**config.mk**
```make
export PLATFORM = sky130hd
export DESIGN_NAME = mem_initiator
export DESIGN_NICKNAME = d
export VERILOG_FILES = /design/src/rtl/mem_init_pkg.sv /design/src/rtl/mem_initiator.sv
export SDC_FILE = /design/constraint.sdc
export NUM_CORES = 1
export LEC_CHECK = 0
export BUFFER_PORTS_ARGS = -buffer_cell sky130_fd_sc_hd__buf_4
export CORE_ASPECT_RATIO = 0.75
export CORE_MARGIN = 1
export CORE_UTILIZATION = 52
export CTS_CLUSTER_SIZE = 30
export DETAILED_ROUTE_END_ITERATION = 7
export PLACE_DENSITY = 0.9
export SKIP_CTS_REPAIR_TIMING = 1
export SYNTH_ARGS = -nofsm -noshare
export SYNTH_HDL_FRONTEND = slang
export SYNTH_SLANG_ARGS = --single-unit
export TNS_END_PERCENT = 20
```
**constraint.sdc**
```tcl
create_clock -name clk -period 2.4 [get_ports clk]
set_input_delay 0 -clock clk [delete_from_list [all_inputs] [get_ports clk]]
set_output_delay 0 -clock clk [all_outputs]
set_load 0.05 [all_outputs]
```
**src/rtl/mem_init_pkg.sv**
```systemverilog
// Shared state encoding and default geometry for the mem_initiator request master.
package mem_init_pkg;

  localparam int DEF_ADDR_W = 4;
  localparam int DEF_DATA_W = 8;
  localparam int DEF_LEN_W  = 4;

  typedef enum logic [2:0] {
    IDLE,
    WR,
    RD_ADDR,
    RD_CAP,
    RSP
  } state_t;

endpackage

```
**src/rtl/mem_initiator.sv**
```systemverilog
// Request-side master for the 16x8 single-port memory; hides its registered read latency.
// Optional MEM_INIT_WRITE_ACK_EN: writes return a one-beat ack on the response channel.
module mem_initiator
  import mem_init_pkg::*;
#(
  parameter int ADDR_W = DEF_ADDR_W,
  parameter int DATA_W = DEF_DATA_W,
  parameter int LEN_W  = DEF_LEN_W
) (
  input  logic              clk,
  input  logic              rst_n,
  input  logic              req_valid,
  output logic              req_ready,
  input  logic              req_write,
  input  logic [ADDR_W-1:0] req_addr,
  input  logic [DATA_W-1:0] req_wdata,
  input  logic [LEN_W-1:0]  req_len,
  output logic              rsp_valid,
  input  logic              rsp_ready,
  output logic [DATA_W-1:0] rsp_rdata,
  output logic              rsp_write,
  output logic              rsp_last,
  output logic              mem_wr_enable,
  output logic [ADDR_W-1:0] mem_addr,
  output logic [DATA_W-1:0] mem_data_in,
  input  logic [DATA_W-1:0] mem_data_out
);

  localparam logic [ADDR_W-1:0] ONE_ADDR = {{(ADDR_W-1){1'b0}}, 1'b1};
  localparam logic [LEN_W-1:0]  ONE_LEN  = {{(LEN_W-1){1'b0}}, 1'b1};

  state_t            state;
  logic [LEN_W-1:0]  beats_left;

`ifdef MEM_INIT_WRITE_ACK_EN
  logic              wack;
  assign rsp_write = wack;
`else
  assign rsp_write = 1'b0;
`endif

  // mem_addr doubles as the burst address register; it only moves on accept or beat handshake.
  always_ff @(posedge clk or negedge rst_n) begin
    if (!rst_n) begin
      state         <= IDLE;
      req_ready     <= 1'b0;
      rsp_valid     <= 1'b0;
      rsp_rdata     <= '0;
      rsp_last      <= 1'b0;
      mem_wr_enable <= 1'b0;
      mem_addr      <= '0;
      mem_data_in   <= '0;
      beats_left    <= '0;
`ifdef MEM_INIT_WRITE_ACK_EN
      wack          <= 1'b0;
`endif
    end else begin
      case (state)
        IDLE: begin
          req_ready <= 1'b1;
          if (req_valid && req_ready) begin
            req_ready <= 1'b0;
            mem_addr  <= req_addr;
            if (req_write) begin
              mem_wr_enable <= 1'b1;
              mem_data_in   <= req_wdata;
              state         <= WR;
            end else begin
              beats_left <= req_len;
              state      <= RD_ADDR;
            end
          end
        end
        WR: begin
          mem_wr_enable <= 1'b0;
`ifdef MEM_INIT_WRITE_ACK_EN
          rsp_valid <= 1'b1;
          rsp_rdata <= mem_data_in;
          rsp_last  <= 1'b1;
          wack      <= 1'b1;
          state     <= RSP;
`else
          req_ready <= 1'b1;
          state     <= IDLE;
`endif
        end
        RD_ADDR: state <= RD_CAP;
        // Memory output now reflects the address presented during RD_ADDR.
        RD_CAP: begin
          rsp_valid <= 1'b1;
          rsp_rdata <= mem_data_out;
          rsp_last  <= (beats_left == '0);
`ifdef MEM_INIT_WRITE_ACK_EN
          wack      <= 1'b0;
`endif
          state     <= RSP;
        end
        RSP: begin
          if (rsp_ready) begin
            rsp_valid <= 1'b0;
            if (rsp_last) begin
              req_ready <= 1'b1;
              state     <= IDLE;
            end else begin
              beats_left <= beats_left - ONE_LEN;
              mem_addr   <= mem_addr + ONE_ADDR;
              state      <= RD_ADDR;
            end
          end
        end
        default: state <= IDLE;
      endcase
    end
  end

endmodule
```
# --- Word level (Yosys, flattened, before mapping) ---
# Index checks and enable logic that the tools add are counted.
# Widths: inputs -> output; s select.
totals:
  rom_bits: 0
  mem_bits_rw: 0
  memories: 0
  latchBits: 0
  ff_bits: 31
  word_cells: 58
  output_inout_bits: 25
classes:
  eq_ne: 10
  reduce_logical: 14
  bitwise: 0
  div_mod_pow: 0
  magnitude_cmp: 0
  shifts: 0
  multipliers: 0
  add_sub_neg: 2
  n_mux: 23
op_table:
  columns: ["cell", "n"]
  rows:
  - ["$mux 4", 7]
  - ["$pmux 4 s2", 2]
  - ["$ne 2x2->1 const B", 6]
  - ["$pmux 3 s4", 1]
  - ["$reduce_and 3->1", 3]
  - ["$eq 3x2->1 const B", 2]
  - ["$mux 1", 6]
  - ["$mux 3", 2]
  - ["$reduce_bool 2->1", 3]
  - ["$reduce_and 5->1", 1]
  - ["$add 4x1->4 const B", 1]
  - ["$logic_not 4->1", 1]
  - ["$mux 2", 2]
  - ["$pmux 1 s2", 2]
  - ["$reduce_and 2->1", 2]
  - ["$reduce_and 4->1", 1]
  - ["$sub 4x1->4 const B", 1]
  - ["$eq 3x1->1 const B", 1]
  - ["$eq 3x3->1 const B", 1]
  - ["$logic_not 3->1", 1]
  - ["$pmux 1 s3", 1]
  - ["$reduce_bool 3->1", 1]
  - ["$logic_and 1x1->1", 1]

# --- Logic depth before layout (Yosys ltp) ---
# Gate-level depths: netlist of the first run.
depth:
  ltp_word: 4
  depth_mapped: 6
  mapped_depth_nobuf: 5

# --- Worst setup path before layout of the first run ---
# No wires, ideal clock.
synth_timing:
  path_type: "register -> register"
  start: "reg req_ready"
  end: "reg mem_addr[3]"
  setup_slack_ps: 709
  stages_incl_launch_ff: 5
  arrival_ps: 1570
  cell_sequence: "dfrtp_1 > nand3b_1 > a21oi_4 > o21ai_1 > a22o_1"
synth_via:
  elab_chain_cells: 3
synth_rtl:
  columns: ["element", "line_no", "text"]
  rows:
  - ["from (decl)", "mem_initiator.sv:13", "output logic req_ready,"]
  - ["from (signal assigned)", "mem_initiator.sv:46", "req_ready <= 1'b0;"]
  - ["from (signal assigned)", "mem_initiator.sv:60", "req_ready <= 1'b1;"]
  - ["from (signal assigned)", "mem_initiator.sv:62", "req_ready <= 1'b0;"]
  - ["$logic_and 1x1->1", "mem_initiator.sv:61", "if (req_valid && req_ready) begin"]
  - ["$ne 2x2->1 (no source line)", null, null]
  - ["$reduce_and 4->1 (no source line)", null, null]
  - ["to (signal assigned)", "mem_initiator.sv:63", "mem_addr <= req_addr;"]
  - ["to (signal assigned)", "mem_initiator.sv:106", "mem_addr <= mem_addr + ONE_ADDR;"]
  - ["to (decl)", "mem_initiator.sv:24", "output logic [ADDR_W-1:0] mem_addr,"]
# Every way passes these cells.
# A chain may end at the register's enable or synchronous reset.

# --- Worst setup path in the final report of the first run ---
layout_timing:
  start: "reg state[2]"
  end: "reg mem_addr[1]"
layout_via:
  elab_chain_cells: 3
  elab_cells_between_ends: 8
  classes_between: "4 x eq/ne; 1 x mux; 3 x reduce/logical"
layout_rtl:
  columns: ["element", "line_no", "text"]
  rows:
  - ["from (decl)", "mem_initiator.sv:32", "state_t state;"]
  - ["from (signal assigned)", "mem_initiator.sv:45", "state <= IDLE;"]
  - ["from (signal assigned)", "mem_initiator.sv:67", "state <= WR;"]
  - ["from (signal assigned)", "mem_initiator.sv:70", "state <= RD_ADDR;"]
  - ["$eq 3x3->1 / $logic_not 3->1 (equally long branches)", "mem_initiator.sv:58", "case (state)"]
  - ["$ne 2x2->1 (no source line) / $reduce_bool 2->1 (equally long branches)", null, null]
  - ["$reduce_and 4->1 (no source line)", null, null]
# Parallel ways exist; a longest one is shown, timed or not.

==> results of run 1 <==
final timing paths:
check                                          from                   endpoint  cells past startpoint
hold reg to reg            rsp_rdata[2]$_DFFE_PN0P_   rsp_rdata[2]$_DFFE_PN0P_                      1
max in group asynchronous                     rst_n  mem_wr_enable$_DFFE_PN0P_                      2
setup / recovery               state[2]$_DFFE_PN0P_    mem_addr[1]$_DFFE_PN0P_                      3
hold / removal                           req_len[1]  beats_left[1]$_DFFE_PN0P_                      3
setup reg to reg               state[2]$_DFFE_PN0P_    mem_addr[1]$_DFFE_PN0P_                      3
min in group asynchronous                     rst_n  beats_left[0]$_DFFE_PN0P_                      2
layout by cell type, fill, tap and decap left out, types with 2 or more instances in the layout:
cell type	instances
dlygate4sd3_1	22
a31oi_1	3
ha_1	2
o211ai_1	2
buf_4	52
inv_1	3
nor3_1	3
dfrtp_1	31
nand3b_1	2
nand2_1	13
nor2_1	5
nand3_1	6
o21ai_0	8
nand2b_1	3
clkbuf_8	7
a21oi_1	6
mux2_2	16
logic make-up (layout without fill, tap and decap cells):
kind of cell,Yosys count,in the layout
AOI/OAI and AO/OA,27,27
adders and majority gates,2,2
buffers and inverters,10,85
DFF,31,31
muxes,17,17
other,1,1
and+or+nand+nor,39,39
metrics by stage:
step	cells	total power [mW]	util	setup slack (ns)	cell area [um^2]
floorplan	127	2.228	-	0.7094	1449
global placement	208	2.660	0.7023	0.7283	1842
detailed placement	208	2.722	0.7023	0.6282	1842
CTS	216	3.191	0.7405	0.5998	1942
global route	238	3.446	0.8244	0.3747	2162
finish	238	3.316	0.8244	0.4416	2162
routing by layer:
metal  routed length, um  vias to the layer above  GRT usage
met3                 289                       33    0.06667
met5                   0                        -          0
met4                 329                        0     0.1535
met1                1584                      648     0.2809
li1                    -                      595          -
met2                2299                       64     0.4301
worst max-delay path, stage by stage, from the launching register on:
cell	delay (ns)
dfrtp_1	0.55
nor3b_2	0.79
nand2_1	0.19
a31oi_1	0.31
synthesized netlist by cell type (all sizes together), types with 2 or more instances:
| cell | instances |
|---|---|
| a21oi | 7 |
| a31oi | 3 |
| buf | 6 |
| dfrtp | 31 |
| ha | 2 |
| inv | 3 |
| mux2 | 16 |
| nand2 | 13 |
| nand2b | 3 |
| nand3 | 6 |
| nand3b | 2 |
| nor2 | 5 |
| nor3 | 3 |
| nor3b | 2 |
| o211ai | 2 |
| o21ai | 9 |
report_power, final:
group	internal, mW	total, mW	switching (mW)
Clock	0.262	0.463	0.201
Combinational	0.633	1.82	1.19
Sequential	0.780	1.03	0.248
Total	1.67	3.32	1.64
flip-flops by register name, summed over array words and instances, names as in the netlist:
| signal | flops |
|---|---|
| beats_left | 4 |
| mem_addr | 4 |
| mem_data_in | 8 |
| mem_wr_enable | 1 |
| req_ready | 1 |
| rsp_last | 1 |
| rsp_rdata | 8 |
| rsp_valid | 1 |
| state | 3 |
layout make-up:
class | instances | area, um^2
repair buffers | 74 | 610.6
clock buffers | 8 | 100.1
flip-flops and latches | 31 | 775.7
inverters | 3 | 11.26
well taps | 36 | 45.04
fillers | 144 | 460.4
multi-input cells | 86 | 619.3
==> run_results.csv, run 1 <==
group,metric,value,unit
timing,slew_violations,0,
timing,setup_viol,0,
synth,seq_area_frac_synth,0.5354,
timing,rsz0062_at_grt,"no",
cells_and_area,drive_above_1_share,0.4010,
synth,ys_ff_latch,31,
clocking,clock-sinks,31,
grt,grt_overflow_total,0,
grt,grt_max_degree,32,
worst_setup_path,crit_type,"reg2reg",
floorplan,rows,16,
synth,synth-compound-area-share,0.1364,
synth,synth.area.top_cells,"dfrtp_1 54%, mux2_2 12%, nand2_1 3.4%",
worst_setup_path,worstPathMaxFanout,14,
synth,synth_top_family_by_area,"simple AND/OR/NAND/NOR gates",
placement,gp_congestion,0.8000,
synth,async_reset_ff_frac,1.000,
detailed_routing,drt-total-wl,4.502,mm
clocking,tritoncts,"yes",
floorplan,start_util,0.5525,
grt,grt_first_pass_wirelength,5.126,mm
floorplan,io_pins,54,
detailed_routing,num_vias,1340,
run_status,status,"finished clean",
grt,grtUsageTotal,0.2446,
timing,hold_ws,0.01012,ns
synth,synthCells,127,
floorplan,die_w,62.95,um
synth,netlist.area_leader.share,0.5354,
clocking,htreeDepth,2,
timing,min_period,1.958,ns
timing,finalSetupTns,0,ns
detailed_routing,firstDrtPassIters,4,
clocking,cts_max_path_buffers,2,
worst_setup_path,start_kind,"flop",
detailed_routing,drc,0,
placement,portBuffers,52,
synth,syn_area_per_cell,11.41,um^2
synth,synthMuxAreaShare,0.1313,
run,maxCapViolCount,0,
pwr,p_leak,0.9823,nW
worst_hold_path,worstHoldPathType,"in2reg",
floorplan,die-area,3004,um^2
worst_setup_path,cp.required,2.58,ns
cells_and_area,syn2layout_area_growth,49.22,%
cells_and_area,final_nets,232,
timing,finalClockSkew,0.004056,ns
timing,worstMarginPinSlew,0.8777,ns
grt,first_global_vias,1084,
synth,synth.distinct_cells,35,
synth,synthAdderAreaFrac,0.01727,
synth,syn-num-nets,158,
timing,hold_violations,0,
pwr,powerDensity,1534,nW/um^2
synth,synth_edf_count,0,
grt,antenna_found_initial,0,
worst_setup_path,rrSetupSlack,0.44,ns
clocking,cts_root_buffer,"clkbuf_8",
clocking,clkTransAtPathRegs,0.07,ns
pwr,ir_drop,1008,uV
clocking,clock_latency,0.29,ns
detailed_routing,first_iter_violations,75,
placement,dpl.hpwl,2.383,mm
worst_setup_path,end_kind,"flop",
synth,syn-cell-area,1449,um^2
detailed_routing,wl_per_cell,18.92,um
cells_and_area,diodes,0,
clocking,cts_buffers,5,
timing,fin_crit_sh,0.8160,
synth,ys_warn_count,0,
detailed_routing,antenna_left,0,
timing,clock.fmax,0.5106,GHz
detailed_routing,routed_via_density,5.630,
floorplan,die_h,47.72,um
synth,synth_simple_gate_area_frac,0.1399,
synth,yosys.area.top_type,"dfrtp_1",
timing,max_slew_margin,0.4123,
worst_setup_path,arrival,2.14,ns
synth,synth_xor_area_frac,0,
synth,ys.flop_type,"dfrtp_1",
floorplan,core_area,2623,um^2
No activity file was read; power rests on OpenSTA's default activity.
==> run 2: changes to the inputs <==
--- a/config.mk
+++ b/config.mk
@@ -8,10 +8,10 @@
 export BUFFER_PORTS_ARGS = -buffer_cell sky130_fd_sc_hd__buf_4
 export CORE_ASPECT_RATIO = 0.75
 export CORE_MARGIN = 1
-export CORE_UTILIZATION = 52
+export CORE_UTILIZATION = 43
 export CTS_CLUSTER_SIZE = 30
 export DETAILED_ROUTE_END_ITERATION = 7
-export PLACE_DENSITY = 0.9
+export PLACE_DENSITY = 0.8
 export SKIP_CTS_REPAIR_TIMING = 1
 export SYNTH_ARGS = -nofsm -noshare
 export SYNTH_HDL_FRONTEND = slang
==> constraint.sdc (replaced) <==
create_clock -name clk -period 1.8 [get_ports clk]
set_input_delay 0 -clock clk [delete_from_list [all_inputs] [get_ports clk]]
set_output_delay 0 -clock clk [all_outputs]
set_load 0.05 [all_outputs]
==> run 2 against run 1 <==
Compared with the run above: power increased by 31%; first-iteration DRC count decreased by 21%; cell count increased by 1.7%; clock-buffer cell count unchanged; via count decreased by 4.8%; clock skew increased by 0.0020 ns; flip-flop and latch count unchanged; clock power increased by 29%; setup slack got worse by 0.34 ns; fmax increased by 15%; combinational power increased by 31%; cell area increased by 0.98%; critical endpoint is now beats_left[3]$_DFFE_PN0P_.
==> run_results.csv, run 2 (synthesis gave the netlist of run 1 again) <==
group,metric,value,unit
worst_setup_path,reg2reg_from,"state[0]$_DFFE_PN0P_",
worst_setup_path,reg2regPathDepth,5,
detailed_routing,drt-total-wl,3.763,mm
cells_and_area,final_nets,234,
grt,antenna_found_initial,0,
pwr,ir_drop,1330,uV
clocking,cts_buffers,5,
detailed_routing,antenna_left,0,
timing,finalClockSkew,0.006063,ns
detailed_routing,first_iter_violations,59,
worst_setup_path,end_kind,"flop",
floorplan,die_w,69.03,um
cells_and_area,mostFrequentLayoutCells,"54 x buf_4, 29 x dfrtp_1, 22 x dlygate4sd3_1, 16 x mux2_2, 13 x nand2_1",
grt,grt_overflow_total,0,
pwr,p_sw,2.084,mW
timing,slew_violations,0,
clocking,clock_latency,0.28,ns
pwr,intPower,2.253,mW
worst_hold_path,hold_depth,3,
detailed_routing,drc,0,
detailed_routing,dr_wl_met2,2.042,mm
placement,placedInstanceArea,1859,um^2
floorplan,start_util,0.4730,
worst_setup_path,worstPathMaxFanout,9,
timing,finalSetupTns,0,ns
pwr,power_frac_comb,0.551,
grt,grt_max_degree,32,
placement,portBuffers,52,
worst_setup_path,arrival,1.90,ns
worst_setup_path,crit_top_cell,"a21oi_1",
worst_setup_path,path_delay_family,"compound AO/OA/AOI/OAI gates",
floorplan,die_h,52.27,um
placement,dpl.hpwl,2.487,mm
worst_hold_path,worstHoldPathType,"in2reg",
placement,placed_cells,212,
clocking,clock-sinks,31,
worst_setup_path,start_kind,"flop",
clocking,htreeDepth,2,
floorplan,rows,17,
detailed_routing,num_vias,1276,
worst_hold_path,holdPathEnd,"beats_left[1]$_DFFE_PN0P_",
timing,hold_violations,0,
clocking,cts_root_buffer,"clkbuf_8",
run_status,status,"finished clean",
worst_setup_path,rrSetupSlack,0.10,ns
worst_setup_path,path_buf_inv,1,
cells_and_area,drive_above_1_share,0.4216,
cells_and_area,final_common_cell,"buf_4",
worst_setup_path,regToRegEndpoint,"beats_left[3]$_DFFE_PN0P_",
floorplan,die-area,3608,um^2
worst_setup_path,slowest_stage,"dfrtp_2",
grt,grtUsageTotal,0.2003,
pwr,clkPwrFrac,0.138,
detailed_routing,firstDrtPassIters,4,
timing,clock.fmax,0.5885,GHz
placement,gp_congestion,0.8163,
detailed_routing,routed_via_density,5.273,
cells_and_area,stdcell_area,2183,um^2
pwr,powerDensity,1987,nW/um^2
timing,hold_ws,0.003827,ns
worst_setup_path,cp.required,2.00,ns
worst_setup_path,path_cells,"buf_4 > a211o_4 > a211oi_4 > a21oi_1 > a21oi_1",
clocking,tritoncts,"yes",
timing,min_period,1.699,ns
cells_and_area,largestRegisters,"mem_data_in: 8 flops, rsp_rdata: 8 flops",
timing,fin_crit_sh,0.9440,
worst_setup_path,max_stage_delay,0.45,ns
worst_setup_path,crit_type,"reg2reg",
pwr,finalPower,4.337,mW
clocking,clkTransAtPathRegs,0.06,ns
cells_and_area,fin_cells,242,
floorplan,io_pins,54,
run,maxCapViolCount,0,
detailed_routing,dr.max_layer_used,"met4",
pwr,p_leak,0.9901,nW
detailed_routing,wl_met1,1.407,mm
clocking,cts_max_path_buffers,2,
timing,setup_viol,0,
detailed_routing,dr_wl_met3,170,um
floorplan,core_area,3063,um^2
worst_hold_path,worstHoldStart,"req_len[1]",
grt,first_global_vias,1234,
pwr,power_frac_seq,0.311,
detailed_routing,wl_per_cell,15.55,um
cells_and_area,diodes,0,
pwr,p_sw_frac,0.4806,
cells_and_area,syn2layout_area_growth,50.69,%
grt,grt_first_pass_wirelength,5.368,mm
==> run 2: metrics by stage <==
stage | setup WS (ns) | utilization
2_1_floorplan | 0.1094 | -
3_3_place_gp | 0.1753 | 0.6070
3_5_place_dp | 0.05468 | 0.6070
4_1_cts | 0.04963 | 0.6397
5_1_grt | -0.007031 | 0.7128
6_report | 0.1008 | 0.7128
==> run 2: worst max-delay path by stage <==
stage                          start                         end  slack, ns  depth (start not counted)
2_1_floorplan  req_ready$_DFFE_PN0P_     mem_addr[3]$_DFFE_PN0P_       0.11                          4
3_3_place_gp    state[1]$_DFFE_PN0P_  mem_data_in[2]$_DFFE_PN0P_       0.18                          3
3_5_place_dp    state[1]$_DFFE_PN0P_  mem_data_in[2]$_DFFE_PN0P_       0.05                          3
4_1_cts         state[2]$_DFFE_PN0P_   beats_left[3]$_DFFE_PN0P_       0.05                          4
5_1_grt         state[2]$_DFFE_PN0P_   beats_left[2]$_DFFE_PN0P_     -0.007                          4
6_report        state[0]$_DFFE_PN0P_   beats_left[3]$_DFFE_PN0P_       0.10                          5
==> run 2: worst register-to-register path, delay by kind of cell (launching register included) <==
family / cells / cell delay (ns)
flops: 1 / 0.45
buf+inv: 1 / 0.16
compound gates: 4 / 1.00
==> run 2: layout make-up <==
| cell class | count | area (um^2) |
|---|---|---|
| sequential | 31 | 778.2 |
| clock buffer | 8 | 100.1 |
| multi-input combinational | 86 | 620.6 |
| fill | 229 | 879.6 |
| inverter | 3 | 11.26 |
| timing repair buffer | 76 | 625.6 |
| tap | 38 | 47.55 |
==> run 2: power groups by stage <==
stage	logic [mW]	registers [mW]	clock network, mW
after floorplan	0.776	2.19	0
after global placement	2.26	1.31	0
after detailed placement	2.34	1.34	0
after CTS	2.35	1.33	0.606
after global routing	2.52	1.40	0.635
final	2.39	1.35	0.599
==> run 2: layer usage <==
| metal | vias up | global-route usage |
|---|---|---|
| met5 | - | 0 |
| met3 | 15 | 0.04808 |
| met4 | 0 | 0.1327 |
| met1 | 625 | 0.1923 |
| li1 | 595 | - |
| met2 | 41 | 0.3916 |
==> run 3: changes to the inputs <==
--- a/config.mk
+++ b/config.mk
@@ -6,7 +6,7 @@
 export NUM_CORES = 1
 export LEC_CHECK = 0
 export BUFFER_PORTS_ARGS = -buffer_cell sky130_fd_sc_hd__buf_4
-export CORE_ASPECT_RATIO = 0.75
+export CORE_ASPECT_RATIO = 1.1
 export CORE_MARGIN = 1
 export CORE_UTILIZATION = 43
 export CTS_CLUSTER_SIZE = 30
==> run 3 against run 2 <==
Compared with the run above: the run now ends with DRC, hold timing left; cell area increased by 0.46%; non-clock buffer count increased by 3; setup slack improved by 0.074 ns; cell count decreased by 0.41%; die area about the same; via count decreased by 3.9%; combinational power about the same; hold slack got worse by 0.013 ns; critical endpoint is now beats_left[1]$_DFFE_PN0P_; largest power group unchanged; highest routed layer unchanged.
==> run_results.csv, run 3 (synthesis gave the netlist of run 1 again) <==
group,metric,value,unit
cells_and_area,stdcell_area,2193,um^2
worst_setup_path,path_cells,"buf_4 > a211o_4 > a211oi_4 > o211ai_1 > o21ai_0",
detailed_routing,first_iter_violations,56,
floorplan,start_util,0.4634,
cells_and_area,multi_input_area,620.6,um^2
worst_setup_path,crit_type,"reg2reg",
clocking,clock_latency,0.33,ns
placement,gp_congestion,0.8481,
detailed_routing,drt-total-wl,3.345,mm
timing,slew_violations,0,
timing,fin_crit_sh,0.9030,
cells_and_area,regArea,777.0,um^2
detailed_routing,num_vias,1226,
detailed_routing,drc,7,
worst_setup_path,end_kind,"flop",
detailed_routing,antenna_left,0,
cells_and_area,mostFrequentLayoutCells,"54 x buf_4, 30 x dfrtp_1, 25 x dlygate4sd3_1, 16 x mux2_2, 13 x nand2_1",
timing,hold_ws,-0.009086,ns
cells_and_area,syn2layout_area_growth,51.38,%
timing,clock.fmax,0.6152,GHz
cells_and_area,diodes,0,
pwr,p_leak,1.001,nW
worst_setup_path,start_kind,"flop",
cells_and_area,final_common_cell,"buf_4",
floorplan,io_pins,54,
clocking,cts_max_path_buffers,2,
grt,grtUsageTotal,0.1882,
detailed_routing,routed_via_density,5.087,
worst_setup_path,worstPathMaxFanout,9,
pwr,clkPwrFrac,0.134,
grt,grt_overflow_total,0,
floorplan,die_h,62.88,um
run_status,violations,"DRC, hold timing",
worst_setup_path,slowest_stage,"dfrtp_1",
detailed_routing,firstDrtPassIters,7,
clocking,clkTransAtPathRegs,0.10,ns
grt,grt_max_degree,32,
clocking,tritoncts,"yes",
placement,portBuffers,52,
cells_and_area,drive_above_1_share,0.4155,
pwr,finalPower,4.237,mW
worst_hold_path,worstHoldPathType,"in2reg",
detailed_routing,wl_per_cell,13.88,um
pwr,ir_drop,1435,uV
pwr,powerDensity,1932,nW/um^2
grt,antenna_found_initial,0,
timing,rsz0062_at_grt,"no",
cells_and_area,fillers,244,
floorplan,die-area,3606,um^2
timing,finalSetupTns,0,ns
worst_setup_path,arrival,1.88,ns
pwr,power_frac_comb,0.558,
placement,dpl.hpwl,2.188,mm
pwr,p_sw,2.007,mW
floorplan,core_area,3127,um^2
timing,setup_viol,0,
run,maxCapViolCount,0,
timing,hold_violations,1,
clocking,cts_root_buffer,"clkbuf_4",
pwr,intPower,2.230,mW
clocking,clock-sinks,31,
worst_setup_path,max_stage_delay,0.43,ns
cells_and_area,largestRegisters,"mem_data_in: 8 flops, rsp_rdata: 8 flops",
clocking,cts_buffers,5,
pwr,p_sw_frac,0.4736,
cells_and_area,final_nets,237,
clocking,htreeDepth,2,
timing,min_period,1.625,ns
placement,placedInstanceArea,1854,um^2
floorplan,rows,21,
run_status,status,"finished with violations",
timing,finalClockSkew,0.01006,ns
grt,grt_first_pass_wirelength,5.112,mm
pwr,power_frac_seq,0.308,
floorplan,die_w,57.35,um
grt,first_global_vias,1127,
worst_setup_path,cp.required,2.06,ns
run 3: cell count changes in the layout (fill, tap and decap cells not counted):
cell	delta
clkbuf_8	-6
clkbuf_4	+5
dlygate4sd3_1	+3
bufinv_16	+1
clkbuf_1	-1
clkinv_2	+1
dfrtp_1	+1
dfrtp_2	-1
run 3: power groups by stage:
stage	combinational (mW)	sequential [mW]	clock [mW]
6_report	2.37	1.30	0.567
5_1_grt	2.50	1.36	0.624
2_1_floorplan	0.776	2.19	0
4_1_cts	2.33	1.30	0.582
3_3_place_gp	2.27	1.30	0
3_5_place_dp	2.33	1.31	0
run 3: worst paths after layout:
path / startpoint / to / slack, ns / cells past startpoint
worst min-delay path: req_addr[3] / mem_addr[3]$_DFFE_PN0P_ / -0.009 / 4
worst max-delay path: state[0]$_DFFE_PN0P_ / beats_left[1]$_DFFE_PN0P_ / 0.17 / 5
worst max register to register: state[0]$_DFFE_PN0P_ / beats_left[1]$_DFFE_PN0P_ / 0.17 / 5
min in group asynchronous: rst_n / rsp_rdata[0]$_DFFE_PN0P_ / 0.14 / 2
max in group asynchronous: rst_n / state[2]$_DFFE_PN0P_ / 1.35 / 2
worst min register to register: rsp_valid$_DFFE_PN0P_ / rsp_valid$_DFFE_PN0P_ / 0.49 / 2
run 3: final cells by class:
| class | instances | area share |
|---|---|---|
| inverters | 3 | 0.005134 |
| clock inverters | 2 | 0.01597 |
| clock buffers | 6 | 0.02339 |
| multi-input cells | 86 | 0.2829 |
| well taps | 34 | 0.01940 |
| repair buffers | 79 | 0.2989 |
| flip-flops and latches | 31 | 0.3543 |
run 3: per-stage QoR:
step / instances / hold WS, ns / utilization / setup slack (ns)
5_1_grt: 241 / 0.01160 / 0.7015 / 0.06065
3_3_place_gp: 208 / -0.05249 / 0.5930 / 0.1732
3_5_place_dp: 208 / -0.04532 / 0.5930 / 0.09916
2_1_floorplan: 127 / -0.2956 / - / 0.1094
4_1_cts: 216 / -0.4208 / 0.6206 / 0.08493
6_report: 241 / -0.009086 / 0.7015 / 0.1746
run 3: routing by layer:
layer / wire length (um) / track usage
met3: 231 / 0.07039
met5: 0 / 0
met4: 51 / 0.07927
met2: 1754 / 0.3081
met1: 1308 / 0.2179
run 3: worst max-delay path: cells and delay by family, from the launching register on:
kind	cells	cell delay [ns]
AO/OA/AOI/OAI	4	0.95
flip-flops	1	0.43
buffers and inverters	1	0.17
